==> config.mk <==
export PLATFORM = sky130hd
export DESIGN_NAME = serial_addsub
export DESIGN_NICKNAME = d
export VERILOG_FILES = /design/src/rtl/serial_addsub.sv
export SDC_FILE = /design/constraint.sdc
export NUM_CORES = 1
export LEC_CHECK = 0
export CAP_MARGIN = 10
export CORE_ASPECT_RATIO = 1.2
export CORE_MARGIN = 8
export CORE_UTILIZATION = 52
export CTS_CLUSTER_SIZE = 24
export DETAILED_ROUTE_END_ITERATION = 10
export HOLD_SLACK_MARGIN = 0.08
export PLACE_DENSITY = 0.77
export REMOVE_ABC_BUFFERS = 1
export SLEW_MARGIN = 20
export SYNTH_ARGS = -nofsm -noshare
export SYNTH_HDL_FRONTEND = slang
export SYNTH_SLANG_ARGS = --single-unit
==> constraint.sdc <==
create_clock -name CLK -period 2.8 [get_ports CLK]
set_input_delay 0.42 -clock CLK [delete_from_list [all_inputs] [get_ports CLK]]
set_output_delay 0.42 -clock CLK [all_outputs]
set_load 0.02 [all_outputs]
==> src/rtl/serial_addsub.sv <==
// Bit-serial WIDTH-bit adder/subtractor with start/busy/done handshake and active-low LED outputs.
// Optional carry/borrow-in port SW_CIN is enabled by defining SERIAL_ADDSUB_CARRY_IN_EN.
module serial_addsub #(
    parameter int WIDTH = 4
) (
    input  logic             CLK,
    input  logic             RST,
    input  logic [WIDTH-1:0] SW_A,
    input  logic [WIDTH-1:0] SW_B,
    input  logic             SW_MODE,
    input  logic             SW_START,
`ifdef SERIAL_ADDSUB_CARRY_IN_EN
    input  logic             SW_CIN,
`endif
    output logic [WIDTH-1:0] LD_RES,
    output logic             LD_CB,
    output logic             LD_BUSY,
    output logic             LD_DONE
);

    localparam logic [1:0] IDLE = 2'd0;
    localparam logic [1:0] RUN  = 2'd1;
    localparam logic [1:0] DONE = 2'd2;

    localparam int CW = (WIDTH > 1) ? $clog2(WIDTH) : 1;
    localparam logic [CW-1:0] LAST = CW'(WIDTH - 1);

    logic [1:0]       state;
    logic             start_q;
    logic             rise;
    logic [WIDTH-1:0] a_sr, b_sr, res_sr, res_hold;
    logic             mode;
    logic             cb_reg, cb_hold;
    logic [CW-1:0]    cnt;
    logic             bit_a, bit_b, bit_s, bit_c;
    logic             init_cb;

    assign rise = SW_START & ~start_q;

`ifdef SERIAL_ADDSUB_CARRY_IN_EN
    assign init_cb = SW_CIN;
`else
    assign init_cb = 1'b0;
`endif

    always_comb begin
        bit_a = a_sr[0];
        bit_b = b_sr[0];
        bit_s = bit_a ^ bit_b ^ cb_reg;
        if (mode)
            bit_c = (~bit_a & bit_b) | (~(bit_a ^ bit_b) & cb_reg);
        else
            bit_c = (bit_a & bit_b) | (cb_reg & (bit_a ^ bit_b));
    end

    always_ff @(posedge CLK) begin
        // start_q follows the switch even in reset so a switch held high
        // across reset release is not seen as a new rising edge
        start_q <= SW_START;
        if (RST) begin
            state    <= IDLE;
            a_sr     <= '0;
            b_sr     <= '0;
            res_sr   <= '0;
            res_hold <= '0;
            mode     <= 1'b0;
            cb_reg   <= 1'b0;
            cb_hold  <= 1'b0;
            cnt      <= '0;
        end else begin
            case (state)
                IDLE, DONE: begin
                    if (rise) begin
                        a_sr   <= SW_A;
                        b_sr   <= SW_B;
                        mode   <= SW_MODE;
                        cb_reg <= init_cb;
                        cnt    <= '0;
                        state  <= RUN;
                    end
                end
                RUN: begin
                    a_sr   <= a_sr >> 1;
                    b_sr   <= b_sr >> 1;
                    cb_reg <= bit_c;
                    res_sr <= {bit_s, res_sr[WIDTH-1:1]};
                    cnt    <= cnt + 1'b1;
                    if (cnt == LAST) begin
                        res_hold <= {bit_s, res_sr[WIDTH-1:1]};
                        cb_hold  <= bit_c;
                        state    <= DONE;
                    end
                end
                default: state <= IDLE;
            endcase
        end
    end

    assign LD_RES  = ~res_hold;
    assign LD_CB   = ~cb_hold;
    assign LD_BUSY = ~(state == RUN);
    assign LD_DONE = ~(state == DONE);

endmodule

# Word level (Yosys, flattened, before mapping)
# Index checks and enable logic that the tools add are counted.
# Widths: inputs -> output; s select.
[totals] ff_bits=24 output_inout_bits=7 word_cells=51
[classes] n_addsub=1 eq_ne=5 muxes=12 n_bitwise=16 n_reduce_logical=7
[op_table] op="$pmux 4 s2" count=2
[op_table] op="$mux 4" count=2
[op_table] op="$pmux 2 s2" count=2
[op_table] op="$reduce_and 2->1" count=4
[op_table] op="$mux 2" count=3
[op_table] op="$not 1->1" count=6
[op_table] op="$and 1x1->1" count=5
[op_table] op="$eq 2x2->1 const B" count=2
[op_table] op="$ne 2x2->1 const B" count=2
[op_table] op="$not 4->4" count=1
[op_table] op="$add 2x1->2 const B" count=1
[op_table] op="$eq 2x1->1 const B" count=1
[op_table] op="$logic_not 2->1" count=1
[op_table] op="$mux 1" count=2
[op_table] op="$or 1x1->1" count=2
[op_table] op="$pmux 1 s2" count=1
[op_table] op="$reduce_bool 2->1" count=1
[op_table] op="$reduce_or 2->1" count=1
[op_table] op="$xor 1x1->1" count=2

# Longest topological paths before layout
[depth] word_depth=6 ltp_mapped=6 ltp_nobuf=5

# Least setup slack after synthesis
# OpenSTA, ideal clock, no wires.
[synth_path] path_kind="reg2out" from="register state[1]" to="output LD_BUSY" arrival_ps=840 t_required_ps=2380 slack_ps=1540 stages_incl_launch_ff=5 n_path_buf=2 path_cell_list="dfxtp_1 -> and2b_1 -> buf_4 -> inv_4 -> buf_6"
[synth_via] elab_chain_len=2
[synth_rtl] element="start: declaration" line_no="28" source="logic [1:0] state;"
[synth_rtl] element="start signal: assignment" line_no="61" source="state <= IDLE;"
[synth_rtl] element="start signal: assignment" line_no="79" source="state <= RUN;"
[synth_rtl] element="start signal: assignment" line_no="91" source="state <= DONE;"
[synth_rtl] element="$eq 2x1->1" line_no="101" source="assign LD_BUSY = ~(state == RUN);"
[synth_rtl] element="$not 1->1" line_no="101"
[synth_rtl] element="end: declaration" line_no="17" source="output logic LD_BUSY,"
# Every way passes these cells.

# Final worst setup path
# Ends and elaborated chain as after synthesis.

==> impl_summary.txt <==
----------------------------------------------------
[Status]
  Result of the run ... completed

[Finish]
  Layout cell share with drive strength beyond 1 ... 0.0746
  Registers with the most flip-flops ... a_sr x4, b_sr x4, res_hold x4
  Area delta synth->final ... 20.1%
  Number of nets at the end of the flow ... 150
  Core occupancy in the finished layout ... 0.653
  Final instance area ... 1180 um2
  Number of antenna cells inserted ... 0

[Setup path]
  Critical Path, Cell by Cell ... and2b_1, buf_4, inv_4, clkdlybuf4s50_1
  Largest fanout of any net on the critical path ... 17
  Critical Path End Type ... output pin
  Data required, critical path ... 2.38 ns
  Slowest CP cell ... clkdlybuf4s50_1
  Delay of the slowest cell on the worst path ... 0.63 ns
  Category of the critical setup timing path ... register to output pin
  Critical path buffer and inverter count ... 3
  Largest delay share family, worst path ... buffers and inverters
  Startpoint Class ... register
  Launch point of the critical path ... state[1]$_SDFFE_PP0P_
  Data arrival at the endpoint of the critical path ... 1.84 ns
  Worst R2R Start ... b_sr[0]$_SDFFE_PP0P_

[Routing]
  Number of design rule violations left after detail routing ... 0
  Routed Antenna Nets ... 0
  Mean number of vias per cell ... 5.22
  Drt total wl ... 1850 um
  Via Count ... 799
  Drt initial violations ... 18
  Average wire length per cell after detail routing ... 12.1 um
  TritonRoute pass-1 iters ... 4

[Timing]
  Final Slew Violations ... 0
  Final hold violation count ... 0
  Share of the clock period used by the worst path after layout ... 0.806
  Setup repair after global routing missed its margin ... false
  Upper clock frequency limit ... 0.443 GHz
  Final Skew ... 0.00722 ns
  Actual transition at the worst max-transition pin ... 0.817 ns
  Count of endpoints failing setup in the final report ... 0
  Min cycle time layout ... 2.26 ns
  Relative slew margins ... 0.454
  Fin worst setup slack ... 0.543 ns
  Setup total negative slack ... 0 ns

[GRT]
  Number of antenna violations at the first check in global routing ... 0
  Pin count of the biggest net entering global routing ... 23
  Global route total overflow ... 0
  Number of global-route vias before repair ... 776
  Global-route wire length before repair ... 3350 um
  Overall Global Routing Usage ... 0.110

[Power]
  Maximum vdd ir drop ... 0.280 mV
  Sequential group share of total power ... 0.612
  Total Power Consumption ... 0.579 mW
  Clock group share of total power ... 0.254
  Proportion of total power due to net switching ... 0.252
  Combinational group share of total power ... 0.134
  Cell area power density ... 490 nW/um2
  Cell internal pwr ... 0.433 mW
  Net Switching ... 0.146 mW
  LEAKAGE ... 0.432 nW

[Clocking]
  Setup repair bufs after CTS ... 0
  Clock Latency Late Sink ... 0.30 ns
  Clock tree from TritonCTS ... done
  Clock root buffer master ... clkbuf_4
  Post-cts resize count ... 0
  Deepest clock path buffer count ... 2
  Cts-stage hold buffer count ... 0
  Maximum level of the CTS H-tree ... 1
  CTS sink cnt ... 23
  Clock-pin transition on the worst setup and hold timing paths ... 0.12 ns
  Number of clock buffers inserted by TritonCTS ... 3

[Synthesis]
  Synthesized netlist cell count ... 117
  Mean instance size in the synthesized netlist ... 8.41 um2
  Post-synthesis cell area ... 983 um2
  Fraction of the yosys area taken by sequential cells ... 0.468
  Post-synthesis cell type count ... 27
  Flops & latches, synth ... 23
  Ys Warns ... 0

[Place]
  Post-detailed-placement cell area ... 1150 um2
  HPWL after DPL ... 1420 um
  GP Congestion ... 0.740
  Worst setup slack before clock tree synthesis ... 0.892 ns
  Number of port buffers ... 18

[Floorplan]
  Core Rows ... 17
  Boundary Pins ... 19
  Core region area ... 1810 um2
  Initial cell density of the core ... 0.544
  Chip Height ... 63.6 um
  Die ar. ... 3540 um2
  X dimension of the die ... 55.7 um

[Worst hold path]
  Worst hold start ... cb_hold$_SDFFE_PP0P_
  Worst min-delay path class ... register to register

[Job]
  Max-cap violation count ... 0

----------------------------------------------------
==> worst register-to-register path, stage by stage (launching register included) <==
cell and delay [ns]:
dfxtp_1 0.39, inv_1 0.08, fa_1 0.39, nor2b_1 0.14, nor3_1 0.07, a211oi_1 0.19
==> logic make-up after synthesis <==
family / after synthesis / synth area share
buffers and inverters: 15 / 0.0789
adder cells (fa/ha/maj): 3 / 0.0534
AO/OA/AOI/OAI: 18 / 0.0992
AND/OR/NAND/NOR: 58 / 0.300
flip-flops: 23 / 0.468
==> through the flow <==
stage | cells | hold slack, ns
after CTS | 153 | 0.472
final | 153 | 0.468
after floorplan | 111 | 0.430
after detailed placement | 149 | 0.455
after global routing | 153 | 0.499
after global placement | 149 | 0.444
==> power by group through the flow <==
stage / clock (mW) / combinational (mW) / sequential, mW
after global placement: 0 / 0.0772 / 0.361
final: 0.147 / 0.0776 / 0.354
after CTS: 0.155 / 0.0787 / 0.355
after global routing: 0.166 / 0.0879 / 0.357
after floorplan: 0 / 0.0450 / 0.359
after detailed placement: 0 / 0.0783 / 0.362
==> layout by cell type, fill, tap and decap left out <==
cell | netlist | routed
dfxtp_1 | 23 | 23
clkdlybuf4s50_1 | 0 | 18
nand2_1 | 15 | 15
a21oi_1 | 14 | 14
nor2_1 | 12 | 12
nand3_1 | 9 | 9
inv_1 | 8 | 8
nor3_1 | 7 | 7
nor4_1 | 5 | 5
clkbuf_4 | 0 | 3
nand2b_1 | 2 | 2
nor2b_1 | 2 | 2
fa_1 | 2 | 2
and2b_1 | 1 | 1
inv_4 | 1 | 1
or3b_4 | 1 | 1
o21a_1 | 1 | 1
nor2_2 | 1 | 1
nand3b_1 | 1 | 1
nor3b_2 | 1 | 1
nor4_2 | 1 | 1
a21o_1 | 1 | 1
o21ai_0 | 1 | 1
a211oi_1 | 1 | 1
ha_1 | 1 | 1
clkinv_2 | 0 | 1
buf_4 | 3 | 1
==> final cells by class <==
class	count	area [um2]
multi-input cells	79	445
fillers	167	627
clock inverters	1	5.00
well taps	19	23.8
repair buffers	19	188
flip-flops and latches	23	460
inverters	9	36.3
clock buffers	3	22.5
==> worst paths after layout <==
path | depth (start not counted) | slack (ns) | to
setup / recovery | 4 | 0.54 | LD_BUSY
hold / removal | 2 | 0.47 | cb_hold$_SDFFE_PP0P_
setup reg to reg | 5 | 1.45 | cb_hold$_SDFFE_PP0P_
hold reg to reg | 2 | 0.47 | cb_hold$_SDFFE_PP0P_
==> routing by layer <==
| layer | routed length, um | vias to the layer above | global-route usage |
|---|---|---|---|
| li1 | - | 421 | - |
| met1 | 810 | 353 | 0.122 |
| met2 | 886 | 23 | 0.187 |
| met3 | 135 | 2 | 0.0361 |
| met4 | 16 | 0 | 0.0463 |
| met5 | 0 | - | 0 |
==> synth_stat cells <==
cell type / count / share of area
dfxtp_1: 23 / 0.47
nand2_1: 15 / 0.057
a21oi_1: 14 / 0.071
nor2_1: 12 / 0.046
nand3_1: 9 / 0.046
inv_1: 8 / 0.031
nor3_1: 7 / 0.036
nor4_1: 5 / 0.032
buf_4: 3 / 0.023
fa_1: 2 / 0.041
nand2b_1: 2 / 0.013
nor2b_1: 2 / 0.013
a211oi_1: 1 / 0.0076
a21o_1: 1 / 0.0076
and2b_1: 1 / 0.0076
buf_1: 1 / 0.0038
buf_6: 1 / 0.011
clkbuf_1: 1 / 0.0038
ha_1: 1 / 0.013
inv_4: 1 / 0.0064
nand3b_1: 1 / 0.0076
nor2_2: 1 / 0.0064
nor3b_2: 1 / 0.013
nor4_2: 1 / 0.013
o21a_1: 1 / 0.0076
o21ai_0: 1 / 0.0051
or3b_4: 1 / 0.011
Power figures use the tool's default switching activity.
